`src/rtl/dff_pipe_pkg.sv`:
```
// dff_pipe_pkg: shared defaults, occupancy width helper and stage record for dff_pipe.
package dff_pipe_pkg;
  localparam int DEF_WIDTH = 8;
  localparam int DEF_DEPTH = 3;
  typedef struct packed {
    logic                 vld;
    logic [DEF_WIDTH-1:0] data;
  } stage_t;
  function automatic int occ_w(input int depth);
    return $clog2(depth + 1);
  endfunction
endpackage

```
`src/rtl/dff_pipe_stage.sv`:
```
// dff_pipe_stage: one elastic pipeline register with load enable, flush and sync active-low reset.
module dff_pipe_stage import dff_pipe_pkg::*; #(
  parameter int               WIDTH   = DEF_WIDTH,
  parameter logic [WIDTH-1:0] RST_VAL = {WIDTH{1'b0}}
) (
  input  logic             clk,
  input  logic             nrst,
  input  logic             flush,
  input  logic             adv,
  input  logic             in_vld,
  input  logic [WIDTH-1:0] in_data,
  output logic             vld,
  output logic [WIDTH-1:0] data
);
  always_ff @(posedge clk) begin
    if (!nrst) begin
      vld  <= 1'b0;
      data <= RST_VAL;
    end else if (flush) begin
      vld <= 1'b0;
    end else if (adv) begin
      vld <= in_vld;
      if (in_vld) data <= in_data;
    end
  end
endmodule

```
`src/rtl/dff_pipe.sv`:
```
// dff_pipe: elastic DEPTH-stage register pipeline with valid/ready and bubble collapsing.
// Define DFF_PIPE_OCC_EN to build the registered occupancy counter; otherwise occupancy is 0.
module dff_pipe import dff_pipe_pkg::*; #(
  parameter int               WIDTH   = DEF_WIDTH,
  parameter int               DEPTH   = DEF_DEPTH,
  parameter logic [WIDTH-1:0] RST_VAL = {WIDTH{1'b0}}
) (
  input  logic                      clk,
  input  logic                      nrst,
  input  logic                      flush,
  input  logic                      in_valid,
  output logic                      in_ready,
  input  logic [WIDTH-1:0]          in_data,
  output logic                      out_valid,
  input  logic                      out_ready,
  output logic [WIDTH-1:0]          out_data,
  output logic [occ_w(DEPTH)-1:0]   occupancy
);
  logic [DEPTH-1:0] vld;
  logic [DEPTH-1:0] adv;
  logic [WIDTH-1:0] data [DEPTH];
  assign in_ready  = adv[0] & ~flush;
  assign out_valid = vld[DEPTH-1];
  assign out_data  = data[DEPTH-1];
  for (genvar k = 0; k < DEPTH; k++) begin : g_stage
    // A stage advances when any stage from it downstream is empty or the consumer takes the head.
    assign adv[k] = out_ready | ~&vld[DEPTH-1:k];
    if (k == 0) begin : g_head
      dff_pipe_stage #(.WIDTH(WIDTH), .RST_VAL(RST_VAL)) u_stage (
        .clk(clk), .nrst(nrst), .flush(flush), .adv(adv[k]),
        .in_vld(in_valid & in_ready), .in_data(in_data),
        .vld(vld[k]), .data(data[k])
      );
    end else begin : g_body
      dff_pipe_stage #(.WIDTH(WIDTH), .RST_VAL(RST_VAL)) u_stage (
        .clk(clk), .nrst(nrst), .flush(flush), .adv(adv[k]),
        .in_vld(vld[k-1]), .in_data(data[k-1]),
        .vld(vld[k]), .data(data[k])
      );
    end
  end
`ifdef DFF_PIPE_OCC_EN
  logic in_xfer, out_xfer;
  assign in_xfer  = in_valid & in_ready;
  assign out_xfer = out_valid & out_ready;
  always_ff @(posedge clk) begin
    if (!nrst || flush) occupancy <= '0;
    else if (in_xfer != out_xfer) occupancy <= in_xfer ? occupancy + 1'b1 : occupancy - 1'b1;
  end
`else
  assign occupancy = '0;
`endif
endmodule

```
`config.mk`:
```
export PLATFORM = sky130hd
export DESIGN_NAME = dff_pipe
export DESIGN_NICKNAME = d
export VERILOG_FILES = /design/src/rtl/dff_pipe_pkg.sv /design/src/rtl/dff_pipe_stage.sv /design/src/rtl/dff_pipe.sv
export SDC_FILE = /design/constraint.sdc
export NUM_CORES = 1
export LEC_CHECK = 0
export BUFFER_PORTS_ARGS = -buffer_cell sky130_fd_sc_hd__buf_2
export CAP_MARGIN = 0
export CORE_MARGIN = 2
export CORE_UTILIZATION = 52
export DETAILED_ROUTE_END_ITERATION = 10
export PLACE_DENSITY = 0.77
export SETUP_SLACK_MARGIN = 0.5
export SLEW_MARGIN = 20
export SYNTH_ARGS = -nofsm -noshare
export SYNTH_HDL_FRONTEND = slang
export SYNTH_HIERARCHICAL = 1
export SYNTH_SLANG_ARGS = --single-unit
```
`constraint.sdc`:
```
create_clock -name clk -period 1.4 [get_ports clk]
set_input_delay 0.21 -clock clk [delete_from_list [all_inputs] [get_ports clk]]
set_output_delay 0.21 -clock clk [all_outputs]
set_load 0.005 [all_outputs]
```
==> results.py <==
metrics = {
    "clocking": {
        "cts.clk_slew.worst_paths_ns": 0.15,
        "cts-buffers-inserted": 3,
        "clock_latency_ns": 0.32,
        "clock_path_buffers": 2,
        "holdBufCountCts": 0,
        "clock-root-buffer": "clkbuf_4",
        "cts_tree": "done",
        "cts_sinks": 27,
        "h-tree-depth": 1,
    },
    "placed_design": {
        "place_ws_ns": 0.0351,
        "dp_cells": 171,
        "dp_hpwl_mm": 1.43,
        "port_buffers": 22,
        "gp_congestion": 0.781,
    },
    "logic_synthesis": {
        "syn_inst": 127,
        "ys_warn_count": 6,
        "synth_cell_types": 14,
        "synth_seq_cells": 27,
        "yosysSeqAreaShare_pct": 46.0,
        "synth_area_um2": 1180,
        "syn_avg_cell_area_um2": 9.26,
    },
    "route": {
        "drtIter0Drc": 16,
        "num_vias": 861,
        "remaining_drc_errors": 0,
        "wl_per_cell_um": 11.2,
        "first_pass_iters": 5,
        "avgViaCountPerCell": 4.73,
        "ant_nets": 0,
        "routed_wl_mm": 2.04,
    },
    "sta": {
        "post-route-period-util_pct": 99.0,
        "fin_ws_ns": 0.0144,
        "hold_slack_ns": 0.113,
        "hold_viol_final": 0,
        "period_minus_slack_ns": 1.39,
        "grt_setup_unrepaired": "yes",
        "setup_viol": 0,
        "fmax_mhz": 722,
        "finalClockSkew_ns": 0.00185,
        "final-max-slew-violation-count": 0,
    },
    "critical_path": {
        "cp.required_ns": 1.65,
        "end_kind": "flop",
        "crit_type": "reg -> reg",
        "path_max_fanout": 8,
        "slowest_stage": "dfxtp_2",
        "cp_top_family": "simple AND/OR/NAND/NOR gates",
        "crit_chain": "buf_4 > and2b_2 > nand2_2 > and3b_2 > buf_12 > mux2i_1",
        "crit_path_max_incr_delay_ns": 0.36,
        "critPathArrivalTime_ns": 1.64,
        "cp_num_buf_inv": 2,
        "start_kind": "flop",
    },
    "hold_path": {
        "hp-class": "in -> reg",
    },
    "die": {
        "rows": 17,
        "fp.dieArea_um2": 2660,
        "die_w_um": 51.6,
        "ioPinCount": 25,
        "core_area_um2": 2170,
        "die_h_um": 51.6,
        "initial_core_util_pct": 54.2,
    },
    "cells_and_area": {
        "mostFrequentLayoutCells": "nand2_1, mux2i_1, buf_2",
        "fill_cells": 181,
        "multi_input_area_um2": 551,
        "nets": 168,
        "final_common_cell": "nand2_1",
        "syn_to_final_growth_pct": 22.2,
        "diodes": 0,
        "layout-drive-gt1-share_pct": 35.1,
        "seqCellArea_um2": 557,
        "finalNonFillerCells": 182,
    },
    "pwr": {
        "power_density_nw_per_um2": 844,
        "vdd_drop_max_mv": 0.706,
        "leakage_nw": 0.588,
    },
    "grt": {
        "track_usage_pct": 17.3,
        "grt_pass1_wl_mm": 3.44,
        "grt_overflow": 0,
        "antenna_found_initial": 0,
        "grt_pass1_vias": 798,
        "grt_max_degree": 52,
    },
    "status": {
        "status": "finished, final reports clean",
    },
    "flow_run": {
        "drv_cap": 0,
    },
}
## worst paths after layout
kind	startpoint	to	slack, ns	depth (start not counted)
worst max-delay path	g_stage[2].g_body.u_stage/vld	g_stage[1].g_body.u_stage/data[4]	0.01	6
worst min-delay path	in_data[3]	g_stage[0].g_head.u_stage/data[3]	0.11	3
worst max register to register	g_stage[2].g_body.u_stage/vld	g_stage[1].g_body.u_stage/data[4]	0.01	6
worst min register to register	g_stage[2].g_body.u_stage/data[4]	g_stage[2].g_body.u_stage/data[4]	0.46	2
## cells in the mapped netlist (all sizes together)
library cell / number / area (um^2)
nand2: 49 / 184
nor3b: 4 / 35.0
and4b: 1 / 10.0
mux2i: 27 / 270
dfxtp: 27 / 541
inv: 2 / 7.51
and2b: 1 / 8.76
nor2: 1 / 3.75
buf: 11 / 86.3
and3b: 3 / 26.3
conb: 1 / 3.75
## worst reg2reg max path: stages, from the launching register on
cell	delay, ns
dfxtp_2	0.36
buf_4	0.13
and2b_2	0.20
nand2_2	0.07
and3b_2	0.21
buf_12	0.13
mux2i_1	0.21
## through the flow
step	utilization [%]	setup TNS, ns	total power, W	instance area (um^2)
floorplan	-	0	0.000863	1190
global placement	60.5	0	0.000887	1310
global route	66.3	-0.334	0.00127	1440
CTS	64.6	0	0.00122	1400
detailed placement	60.5	0	0.000890	1310
finish	66.3	0	0.00121	1440
## state kept, by name, summed over array words and instances (netlist names)
signal                       flops
g_stage.g_body.u_stage/data     16
g_stage.g_head.u_stage/vld       1
g_stage.g_head.u_stage/data      8
g_stage.g_body.u_stage/vld       2
## per-layer routing
metal	part of all wire, %	vias to the layer above	global-route usage (%)
li1	-	456	-
met1	47	387	22.5
met2	49	16	28.4
met3	3.3	2	2.59
met4	0.78	0	7.89
met5	0	-	0
## what timing repair did
action,CTS,global route
pin swaps,5,3
endpoints found under the setup margin,37,37
buffers inserted,5,2
resized for setup,12,5
## where the power goes
group | switching, W | internal, W
clock network | 0.000230 | 0.000109
registers | 0.00000544 | 0.000776
logic | 0.0000471 | 0.0000453
## cells by family after synthesis
kind of cell  count (synthesis)  synth area share, %
other cells                   1                0.319
flops                        27                 46.0
simple gates                 59                 22.8
buf+inv                      13                 7.98
mux                          27                 23.0
## cell type report
class / count / area share, %
flip-flops and latches: 27 / 38.7
multi-input cells: 88 / 38.3
repair buffers: 33 / 17.9
well taps: 28 / 2.44
clock buffers: 3 / 1.57
clock inverters: 1 / 0.522
inverters: 2 / 0.522
Power figures use the tool's default switching activity.
